[src/rtl/fwd_track.sv]
// fwd_track: operand-forwarding tracker for DEPTH in-flight producers.
// Resolves NRD read ports, raises load-use stall, drives RF writeback.
module fwd_track #(
    parameter int DATA_W = 32,
    parameter int ADDR_W = 5,
    parameter int DEPTH  = 3,
    parameter int NRD    = 2
) (
    input  logic                    clk,
    input  logic                    rst_n,
    input  logic                    hold,
    input  logic [DEPTH-1:0]        flush_mask,
    input  logic                    iss_wen,
    input  logic [ADDR_W-1:0]       iss_waddr,
    input  logic [DEPTH-1:0]        stg_done,
    input  logic [DEPTH*DATA_W-1:0] stg_data,
    input  logic [NRD-1:0]          rd_en,
    input  logic [NRD*ADDR_W-1:0]   rd_addr,
    input  logic [NRD*DATA_W-1:0]   rf_data,
    output logic [NRD*DATA_W-1:0]   op_data,
    output logic                    op_stall,
    output logic                    wb_en,
    output logic [ADDR_W-1:0]       wb_addr,
    output logic [DATA_W-1:0]       wb_data,
    output logic                    err
);

    logic [DEPTH-1:0]  v_q, v_d;
    logic [DEPTH-1:0]  rdy_q, rdy_d;
    logic [ADDR_W-1:0] addr_q [DEPTH];
    logic [ADDR_W-1:0] addr_d [DEPTH];
    logic [DATA_W-1:0] data_q [DEPTH];
    logic [DATA_W-1:0] data_d [DEPTH];

    logic              wb_en_q, wb_en_d;
    logic [ADDR_W-1:0] wb_addr_q, wb_addr_d;
    logic [DATA_W-1:0] wb_data_q, wb_data_d;
    logic              err_q, err_d;

    logic [DEPTH-1:0]  cap;
    logic              ret;

    // A result is captured only by a live entry that has none yet.
    assign cap = stg_done & v_q & ~rdy_q;
    assign ret = ~hold & v_q[DEPTH-1];

    // Next state of the tracking shift register and writeback port.
    always_comb begin
        v_d   = v_q;
        rdy_d = rdy_q;
        for (int k = 0; k < DEPTH; k++) begin
            addr_d[k] = addr_q[k];
            data_d[k] = data_q[k];
        end
        if (hold) begin
            for (int k = 0; k < DEPTH; k++) begin
                rdy_d[k] = rdy_q[k] | (stg_done[k] & v_q[k]);
                if (cap[k]) data_d[k] = stg_data[k*DATA_W +: DATA_W];
            end
        end else begin
            v_d[0]    = iss_wen & (|iss_waddr);
            addr_d[0] = iss_waddr;
            rdy_d[0]  = 1'b0;
            data_d[0] = '0;
            for (int k = 1; k < DEPTH; k++) begin
                v_d[k]    = v_q[k-1];
                addr_d[k] = addr_q[k-1];
                rdy_d[k]  = rdy_q[k-1] | (stg_done[k-1] & v_q[k-1]);
                data_d[k] = cap[k-1] ? stg_data[(k-1)*DATA_W +: DATA_W]
                                     : data_q[k-1];
            end
        end
        for (int k = 0; k < DEPTH; k++) begin
            if (flush_mask[k]) begin
                v_d[k]   = 1'b0;
                rdy_d[k] = 1'b0;
            end
        end

        wb_en_d   = ret;
        wb_addr_d = wb_addr_q;
        wb_data_d = wb_data_q;
        err_d     = err_q;
        if (ret) begin
            wb_addr_d = addr_q[DEPTH-1];
            if (rdy_q[DEPTH-1]) begin
                wb_data_d = data_q[DEPTH-1];
            end else if (stg_done[DEPTH-1]) begin
                wb_data_d = stg_data[(DEPTH-1)*DATA_W +: DATA_W];
            end else begin
                wb_data_d = '0;
                err_d     = 1'b1;
            end
        end
    end

    // State registers; reset discards all in-flight producers.
    always_ff @(posedge clk or negedge rst_n) begin
        if (!rst_n) begin
            v_q       <= '0;
            rdy_q     <= '0;
            for (int k = 0; k < DEPTH; k++) begin
                addr_q[k] <= '0;
                data_q[k] <= '0;
            end
            wb_en_q   <= 1'b0;
            wb_addr_q <= '0;
            wb_data_q <= '0;
            err_q     <= 1'b0;
        end else begin
            v_q       <= v_d;
            rdy_q     <= rdy_d;
            for (int k = 0; k < DEPTH; k++) begin
                addr_q[k] <= addr_d[k];
                data_q[k] <= data_d[k];
            end
            wb_en_q   <= wb_en_d;
            wb_addr_q <= wb_addr_d;
            wb_data_q <= wb_data_d;
            err_q     <= err_d;
        end
    end

    // Per-port operand resolution, youngest producer wins.
    always_comb begin
        logic [ADDR_W-1:0] a;
        logic              hit;
        logic              unav;
        logic [DATA_W-1:0] val;
        op_data  = '0;
        op_stall = 1'b0;
        for (int i = 0; i < NRD; i++) begin
            a    = rd_addr[i*ADDR_W +: ADDR_W];
            hit  = 1'b0;
            unav = 1'b0;
            val  = rf_data[i*DATA_W +: DATA_W];
            if (a == '0) begin
                val = '0;
            end else begin
                for (int k = 0; k < DEPTH; k++) begin
                    if (!hit && v_q[k] && addr_q[k] == a) begin
                        hit = 1'b1;
                        if (rdy_q[k]) begin
                            val = data_q[k];
                        end else if (stg_done[k]) begin
                            val = stg_data[k*DATA_W +: DATA_W];
                        end else begin
                            unav = 1'b1;
                            val  = '0;
                        end
                    end
                end
                if (!hit && wb_en_q && wb_addr_q == a) val = wb_data_q;
            end
            op_data[i*DATA_W +: DATA_W] = val;
            op_stall = op_stall | (rd_en[i] & unav);
        end
    end

    assign wb_en   = wb_en_q;
    assign wb_addr = wb_addr_q;
    assign wb_data = wb_data_q;
    assign err     = err_q;

endmodule

[config.mk]
export PLATFORM = sky130hd
export DESIGN_NAME = fwd_track
export DESIGN_NICKNAME = d
export VERILOG_FILES = /design/src/rtl/fwd_track.sv
export SDC_FILE = /design/constraint.sdc
export NUM_CORES = 1
export LEC_CHECK = 0
export BUFFER_PORTS_ARGS = -buffer_cell sky130_fd_sc_hd__buf_2
export CORE_ASPECT_RATIO = 1.5
export CORE_MARGIN = 1.5
export CORE_UTILIZATION = 55
export CTS_CLUSTER_DIAMETER = 30
export DETAILED_ROUTE_END_ITERATION = 12
export GPL_TIMING_DRIVEN = 0
export PLACE_DENSITY = 0.83
export SLEW_MARGIN = 15
export SYNTH_ARGS = -nofsm -noshare
export SYNTH_HDL_FRONTEND = slang
export SYNTH_SLANG_ARGS = --single-unit
[constraint.sdc]
create_clock -name clk -period 3.4 [get_ports clk]
set_input_delay 0.34 -clock clk [delete_from_list [all_inputs] [get_ports clk]]
set_output_delay 0.34 -clock clk [all_outputs]
set_load 0.005 [all_outputs]
== After elaboration in Yosys (flattened, before gate mapping) ==
Index checks and enable logic that the tools add are counted.
Storage, ports and cells
  register bits: 156
  input bits: 187
  output and inout bits: 104
  word-level logic and storage cells: 125
Cells by class
  equality and inequality tests: 12
  muxes and demuxes: 58
  bitwise logic cells: 17
  reductions and logical operators: 24
Operator list (count)
  $mux W32: 19
  $mux W96: 1
  $eq A5 B5 Y1: 8
  $mux W1: 36
  $logic_and A1 B1 Y1: 14
  $logic_not A5 Y1: 2
  $ne A2 B1 Y1 const B: 4
  $and A1 B1 Y1: 7
  $and A3 B3 Y3: 2
  $logic_not A1 Y1: 6
  $mux W3: 2
  $reduce_or A5 Y1: 1
  $or A1 B1 Y1: 4
  $not A1 Y1: 3
  $not A3 Y3: 1
  $reduce_and A3 Y1: 1

== Logic depth before layout (Yosys ltp) ==
Gate-level depths: netlist of run 1.
  depth in word-level cells: 19
  depth in mapped cells: 10
  gate-level depth less buffers: 6

== Least setup slack after synthesis of run 1 ==
Ideal clock, no wire load.
  kind: in2out
  from: input rd_addr[6]
  to: output op_data[32]
  arrival time: 1.965 ns
  data required time: 3.060 ns
  path slack: 1.095 ns
  cell stages on the path: 9
  buffers on the path: 3
  cell sequence: buf_4 -> xor2_1 -> nor4_1 -> and3_1 -> clkbuf_1 -> or4_4 -> nor2b_4 -> buf_6 -> a32o_1
On the way
  cells in the longest elaborated chain, start to end: 19
  elaborated cells between the ends (all ways): 26
  classes of those cells: eq/ne: 4; mux: 11; reduce/logical: 11
Ends and longest elaborated chain
  start: declaration: line 18  | input logic [NRD*ADDR_W-1:0] rd_addr,
  $eq A5 B5 Y1: line 141  | if (!hit && v_q[k] && addr_q[k] == a) begin
  $logic_and A1 B1 Y1: line 141
  $mux W1: line 141
  $mux W1: line 137  | if (a == '0) begin
  $logic_not A1 Y1: line 141
  $logic_and A1 B1 Y1 (2 in series): line 141
  $mux W1: line 141
  $mux W1: line 137
  $logic_not A1 Y1: line 141
  $logic_and A1 B1 Y1 (2 in series): line 141
  $mux W1: line 141
  $mux W1: line 137
  $logic_not A1 Y1: line 153  | if (!hit && wb_en_q && wb_addr_q == a) val = wb_data_q;
  $logic_and A1 B1 Y1 (2 in series): line 153
  $mux W32: line 153
  $mux W32 *: line 137
  end: declaration: line 20  | output logic [NRD*DATA_W-1:0] op_data,
Mark *: on every way between the ends. The rest lies on a longest branch, timed or not. The select of a mux whose other input is x is not followed.

== Final worst setup path of run 1 ==
  from: register wb_addr_q[4], in the netlist wb_addr[4]
  to: output op_data[21]
On the way
  cells in the longest elaborated chain, start to end: 4
Ends and longest elaborated chain
  start: declaration: line 36  | logic [ADDR_W-1:0] wb_addr_q, wb_addr_d;
  start signal: assignment: line 118  | wb_addr_q <= wb_addr_d;
  $eq A5 B5 Y1: line 153
  $logic_and A1 B1 Y1: line 153
  $mux W32: line 153
  $mux W32: line 137
Every way passes these cells.

==> impl_results.md, run 1 <==
* Highest clock rate at 294 MHz
* Seq/Total Area, Yosys at 36.2%
* Design area at 13200 um^2
* Mapped Nets at 1512
* Layout cells sized above 1 at 23.7%
* Mapped cell area at about 11000 um^2
* Reg-to-Reg End: data_q[6]
* Most common flop cell mapped by yosys: dfrtp_1
* Via density at between 6 and 7
* Worst Path Required at 3060 ps
* DP HPWL at 33700 um
* Cts bufs inserted at 17
* Fin util at 68.8%
* LEAKAGE at just under 7 nW
* Cell Pwr Density at 390 nW/um^2
* Post-route ant nets at 0
* PortBufs at between 200 and 300
* Clk sink count at 156
* # IOs at 291
* Core area at 19200 um^2
* Layout net count at between 1500 and 2000
* DR WL/cell at 24.9 um
* Layout fillers at 1637
* ANT cells at 0
* Area post-placement at 12500 um^2
* Seq. cell area at between 3000 and 4000 um^2
* Worst Hold Launch: flush_mask[2]
* EDFF count, synth at 0
* Startpoint Class: flop
* Worst reg-to-reg setup slack at between 600 and 700 ps
* Final number of max-transition violations at 0
* Placed Cells at 1859
* CP Capture Type: output port
* DR DRC count at 0
* Root Buffer Master: clkbuf_16
* Crit path time final at about 3400 ps
* Synth Area per Inst at about 8.1 um^2
* Initial DRC Count at 1949
* DRT Pass-1 Iters at 8
* Worst hold path endpoint: v_q[2]
* Most frequent cell after synthesis: nand2_1
* CP Class: reg -> out
* Final count of hold timing violations at 0
* Total power at ~5.1 mW
* Ys Warns at 0
* Area growth, synth to finish at 22.2%
* Flops & latches, synth at 156
* Largest net degree at the start of global routing at a little under 90
* FF-to-FF path depth at 6
* Initial antenna violation count at 1
* H-tree depth at 4
* Maximum vdd drop at 0.343 mV
* Slew margin rel. at 34.1%
* Final critical-path share of the clock period at 100%
* Largest cells by area after synthesis: dfrtp_1 36%, mux2i_1 9.3%, a21oi_1 6.1%
* Grt ovf at 0
* Hold path depth at 2
* Syn Inst Count at 1325
* Drt total wl at around 47000 um
* Global-route wire length before repair at 70300 um
* CP max FO at 10
* Hold crit path type: in -> reg
* Ys async rst share at 100%
* Setup-failing EPs final at 1
* Chip width at 117 um
* CTS tree: built
* Reg2Reg Launch Point: rdy_q[1]
* Area leader, netlist: dfrtp_1
* Synth top cells by count: 174 x nand2_1, 167 x nor2_1, 156 x dfrtp_1, 131 x a21oi_1, 103 x o21ai_0
* Clock transition at path regs at 60 ps
* Buffer count from post-CTS setup fixing at 0
* Starting Density at 56.3%
* Die height at 175 um
* Die area at 20500 um^2
* Outcome: complete, but fails checks
* Gr usage total at 45.0%
* Number of global-route vias before repair at about 13000
* Final GP Congestion at 0.988
* Setup TNS at -5.32 ps
* Violated checks: setup timing
* Vias at 12900
* Critical path data arrival time at 3070 ps
* Worst Skew at 10.7 ps
* Final instance count without filler cells at 1891
* Max_cap viols at 0
* Multi-input gate area at 6300 um^2
* Rows at 62
* Top-area cell type share of the netlist area at 36.2%
* Unique masters post-synth at 47
* Post-route setup slack at -5.32 ps
* Clk_lat worst skew at 440 ps
* Clk buf depth at 2
* Tightest Pin Transition at slightly below 1000 ps
layer usage:
layer / global-route usage, % / wire length, um / vias up
met5: 0 / 0 / -
met4: 35.6 / 4190 / 0
met3: 11.8 / 5820 / 336
met2: 72.1 / 21500 / 1188
met1: 50.9 / 15600 / 6000
li1: - / - / 5353
worst max path at each step:
stage	from	end	cells past startpoint
5_1_grt	addr_q[7]	op_data[51]	9
6_report	wb_addr[4]	op_data[21]	8
3_3_place_gp	rst_n	wb_data[19]	1
4_1_cts	addr_q[4]	op_data[19]	9
3_5_place_dp	rd_addr[0]	op_data[21]	9
2_1_floorplan	rd_addr[6]	op_data[32]	9
cells by family (layout without fill, tap and decap cells):
group,after synthesis,after routing,synth area share (%)
xor+xnor,40,40,3.25
flops,156,156,36.2
mux,115,115,10.8
compound gates,432,432,26.4
simple gates,438,438,17.6
buf+inv,144,454,5.68
timing repair:
action,CTS,global route
hold buffers,1,0
gates resized for setup,14,32
endpoints found under the hold margin,68,0
setup endpoints to repair,41,57
area by class of cell:
cell class,instances,area share [%]
plain buffers,139,4.84
clock inverters,11,0.912
repair buffers,279,10.9
inverters,4,0.114
clock buffers,21,3.42
multi-input cells,1025,47.8
well taps,256,2.43
flip-flops and latches,156,29.6
power breakdown:
part	leakage [nW]	total, mW	internal (mW)	switching [mW]
clock	0.273	1.91	1.10	0.810
sequential	2.08	2.17	2.01	0.157
combinational	4.46	1.06	0.449	0.613
metrics by stage:
stage                     hold WS, ps  worst slack (ps)
after detailed placement          343               216
after global placement            458              -455
final                            94.8             -5.32
after global routing              102             -3.16
after floorplan                  44.4              1090
after CTS                        85.0            -0.580
critical path, cell delays in order, from the launching register on:
cell	delay, ps
dfrtp_1	440
xor2_1	170
nor4_1	390
o2111ai_2	330
a21oi_1	370
clkbuf_2	340
o21ai_0	130
a21oi_1	280
buf_2	170
state kept, by name (all words and copies together), names as in the netlist:
signal   cells
addr_q      15
v_q          3
data_q      96
rdy_q        3
wb_en        1
err          1
wb_addr      5
wb_data     32
placed cells by master, fill, tap and decap left out, types with 15 or more instances in the layout:
master / count
a21o_1: 22
a32o_1: 30
clkbuf_1: 83
nand2_1: 174
nor2_1: 167
clkbuf_16: 17
nor4_1: 36
mux2i_1: 100
mux2_2: 15
o21ai_0: 103
clkbuf_2: 21
dfrtp_1: 156
o211a_1: 21
and2_1: 32
buf_2: 294
xor2_1: 28
a311oi_1: 30
a21oi_1: 131
o31ai_1: 32
a22o_1: 31
(Power assumes the default switching activity.)
==> run 2: changes to the inputs <==
clock period = 4.16 ns   (was 3.4 ns; I/O delays follow)
==> run 2 against run 1 <==
  * The flow now finishes without violations
  * Via count grew 0.25%
  * Sequential share of layout area grew 0.14 points
  * Critical path type unchanged
  * Global-route usage grew 0.11 points
  * Largest power group unchanged
  * Count of clock-buffer cells in the layout is the same
  * Sequential power shrank 18%
==> impl_results.md, run 2 (synthesis gave the netlist of run 1 again) <==
* RSZ-0062 raised after global routing: no
* CP Class: reg -> out
* Number of global-route vias before repair at 12800 (+0.086%)
* PortBufs at 277 (unchanged)
* Drt total wl at 47200 um (+0.25%)
* Cts bufs inserted at 17 (unchanged)
* Core area at 19200 um^2 (unchanged)
* Startpoint Class: flop
* DR WL/cell at 24.9 um (+0.15%)
* Setup TNS at 0 ps (+5.32 ps)
* CP Capture Type: output port
* Worst Path Required at 3740 ps (+680 ps)
* Clk_lat worst skew at 440 ps (about the same)
* Layout net count at 1810 (+0.055%)
* Chip width at 117 um (unchanged)
* Combinational share of power at 20.6% (about the same)
* Gr usage total at 45.1% (+0.11 points)
* Max_cap viols at 0 (unchanged)
* Setup-failing EPs final at 0 (-1)
* Clock share of power at 37.1% (about the same)
* Hold crit path type: in -> reg
* Clk sink count at 156 (unchanged)
* Root Buffer Master: clkbuf_16
* DRT Pass-1 Iters at 9 (+1)
* Die height at 175 um (unchanged)
* Layout cells sized above 1 at 21.9% (-1.8 points)
* LEAKAGE at 6.74 nW (-1.1%)
* Rows at 62 (unchanged)
* Pint at 2.91 mW (-18%)
* Sw power at 1.28 mW (-19%)
* Post-route setup slack at 221 ps (+226 ps)
* Most frequent cells in the layout: 298 x buf_2, 174 x nand2_1, 167 x nor2_1
* Maximum vdd drop at 0.281 mV (-18%)
* Global-route wire length before repair at 70400 um (+0.12%)
* Initial DRC Count at 1844 (-5.4%)
* Slew margin rel. at 34.6% (+0.48 points)
* Post-route ant nets at 0 (unchanged)
* Clock transition at path regs at 60 ps (about the same)
* Final count of hold timing violations at 0 (unchanged)
* Final critical-path share of the clock period at a little over nine tenths
* Net Sw Frac at 30.6% (-0.093 points)
* Max reg flops at 96 (unchanged)
* Place WS at 824 ps (+608 ps)
* Worst Skew at 11.9 ps (+1.18 ps)
* CP max FO at 10 (unchanged)
* Outcome: finished, final reports clean
* Initial antenna violation count at 1 (unchanged)
* Highest clock rate at 254 MHz
* Largest net degree at the start of global routing at 89 (unchanged)
* Critical path data arrival time at 3520 ps (+450 ps)
* Cell Pwr Density at 320 nW/um^2 (-18%)
* DR DRC count at 0 (unchanged)
* Flop pwr share at 42.3% (about the same)
* Crit path time final at 3940 ps
* CTS tree: built
* # IOs at 291 (unchanged)
* H-tree depth at 4 (unchanged)
* Clk buf depth at 2 (unchanged)
* Vias at 12900 (+0.25%)
* Final number of max-transition violations at 0 (unchanged)
* Tightest Pin Transition at 981 ps (-7.16 ps)
* Area growth, synth to finish at 21.6%
* Grt ovf at 0 (unchanged)
* DP HPWL at 33700 um (unchanged)
* Biggest register: data_q
* Starting Density at 56.3% (unchanged)
* Commonest non-fill, non-tap cell in the layout: buf_2
* Via density at 6.82 (+0.14%)
* Final GP Congestion at 0.988 (unchanged)
* Buffer count from post-CTS setup fixing at 0 (unchanged)
* Die area at 20500 um^2 (unchanged)
## run 2: area by class of cell
class | instances | area, um^2
fillers | 1653 | 6050
flip-flops and latches | 156 | 3900
plain buffers | 140 | 598
clock inverters | 11 | 120
multi-input cells | 1025 | 6270
repair buffers | 279 | 1430
diodes | 1 | 2.50
clock buffers | 21 | 450
inverters | 4 | 15.0
well taps | 256 | 320
## run 2: repair_timing
item                      4_1_cts  5_1_grt
hold buffers                    1        0
gates resized for setup         0        0
hold endpoints to repair       68        0
## run 2: worst paths after layout
check                              startpoint     endpoint  slack [ps]  depth (start not counted)
worst max-delay path                addr_q[5]  op_data[21]         220                          8
min in group asynchronous               rst_n  wb_data[10]         540                          2
worst min-delay path            flush_mask[2]       v_q[2]         170                          2
max in group asynchronous               rst_n   data_q[89]        2740                          3
worst min register to register      data_q[9]    data_q[9]         480                          1
worst max register to register       rdy_q[1]   data_q[28]        1430                          6
## run 2: per-stage QoR
step                      total power, mW  utilization, %  hold WS [ps]  std cells  cell area, um^2
after floorplan                      2.22               -           120       1325            10800
after global placement               2.59            65.2           458       1858            12500
after detailed placement             2.62            65.4           419       1859            12500
after CTS                            4.15            68.4           161       1892            13100
after global routing                 4.32            68.4           178       1892            13100
final                                4.19            68.4           172       1893            13100
## run 2: worst max-delay path: stages (launching register included)
cell and delay, ps:
dfrtp_1 450, xor2_1 170, nor4_1 380, nand3_1 520
a21oi_1 440, clkbuf_1 480, o21ai_0 170, a21oi_1 300
buf_2 170
## run 2: power by group through the flow
stage	registers, mW	clock network (mW)	logic [mW]
after floorplan	1.76	0	0.459
after global placement	1.79	0	0.805
after detailed placement	1.79	0	0.828
after CTS	1.77	1.54	0.834
after global routing	1.78	1.61	0.925
final	1.77	1.56	0.863
## run 2: metal layers
metal / track usage (%) / share of wire, % / up-vias
li1: - / - / 5365
met2: 72.3 / 45 / 1212
met5: 0 / 0 / -
met1: 50.7 / 33 / 5985
met4: 35.8 / 8.9 / 0
met3: 12.4 / 13 / 347
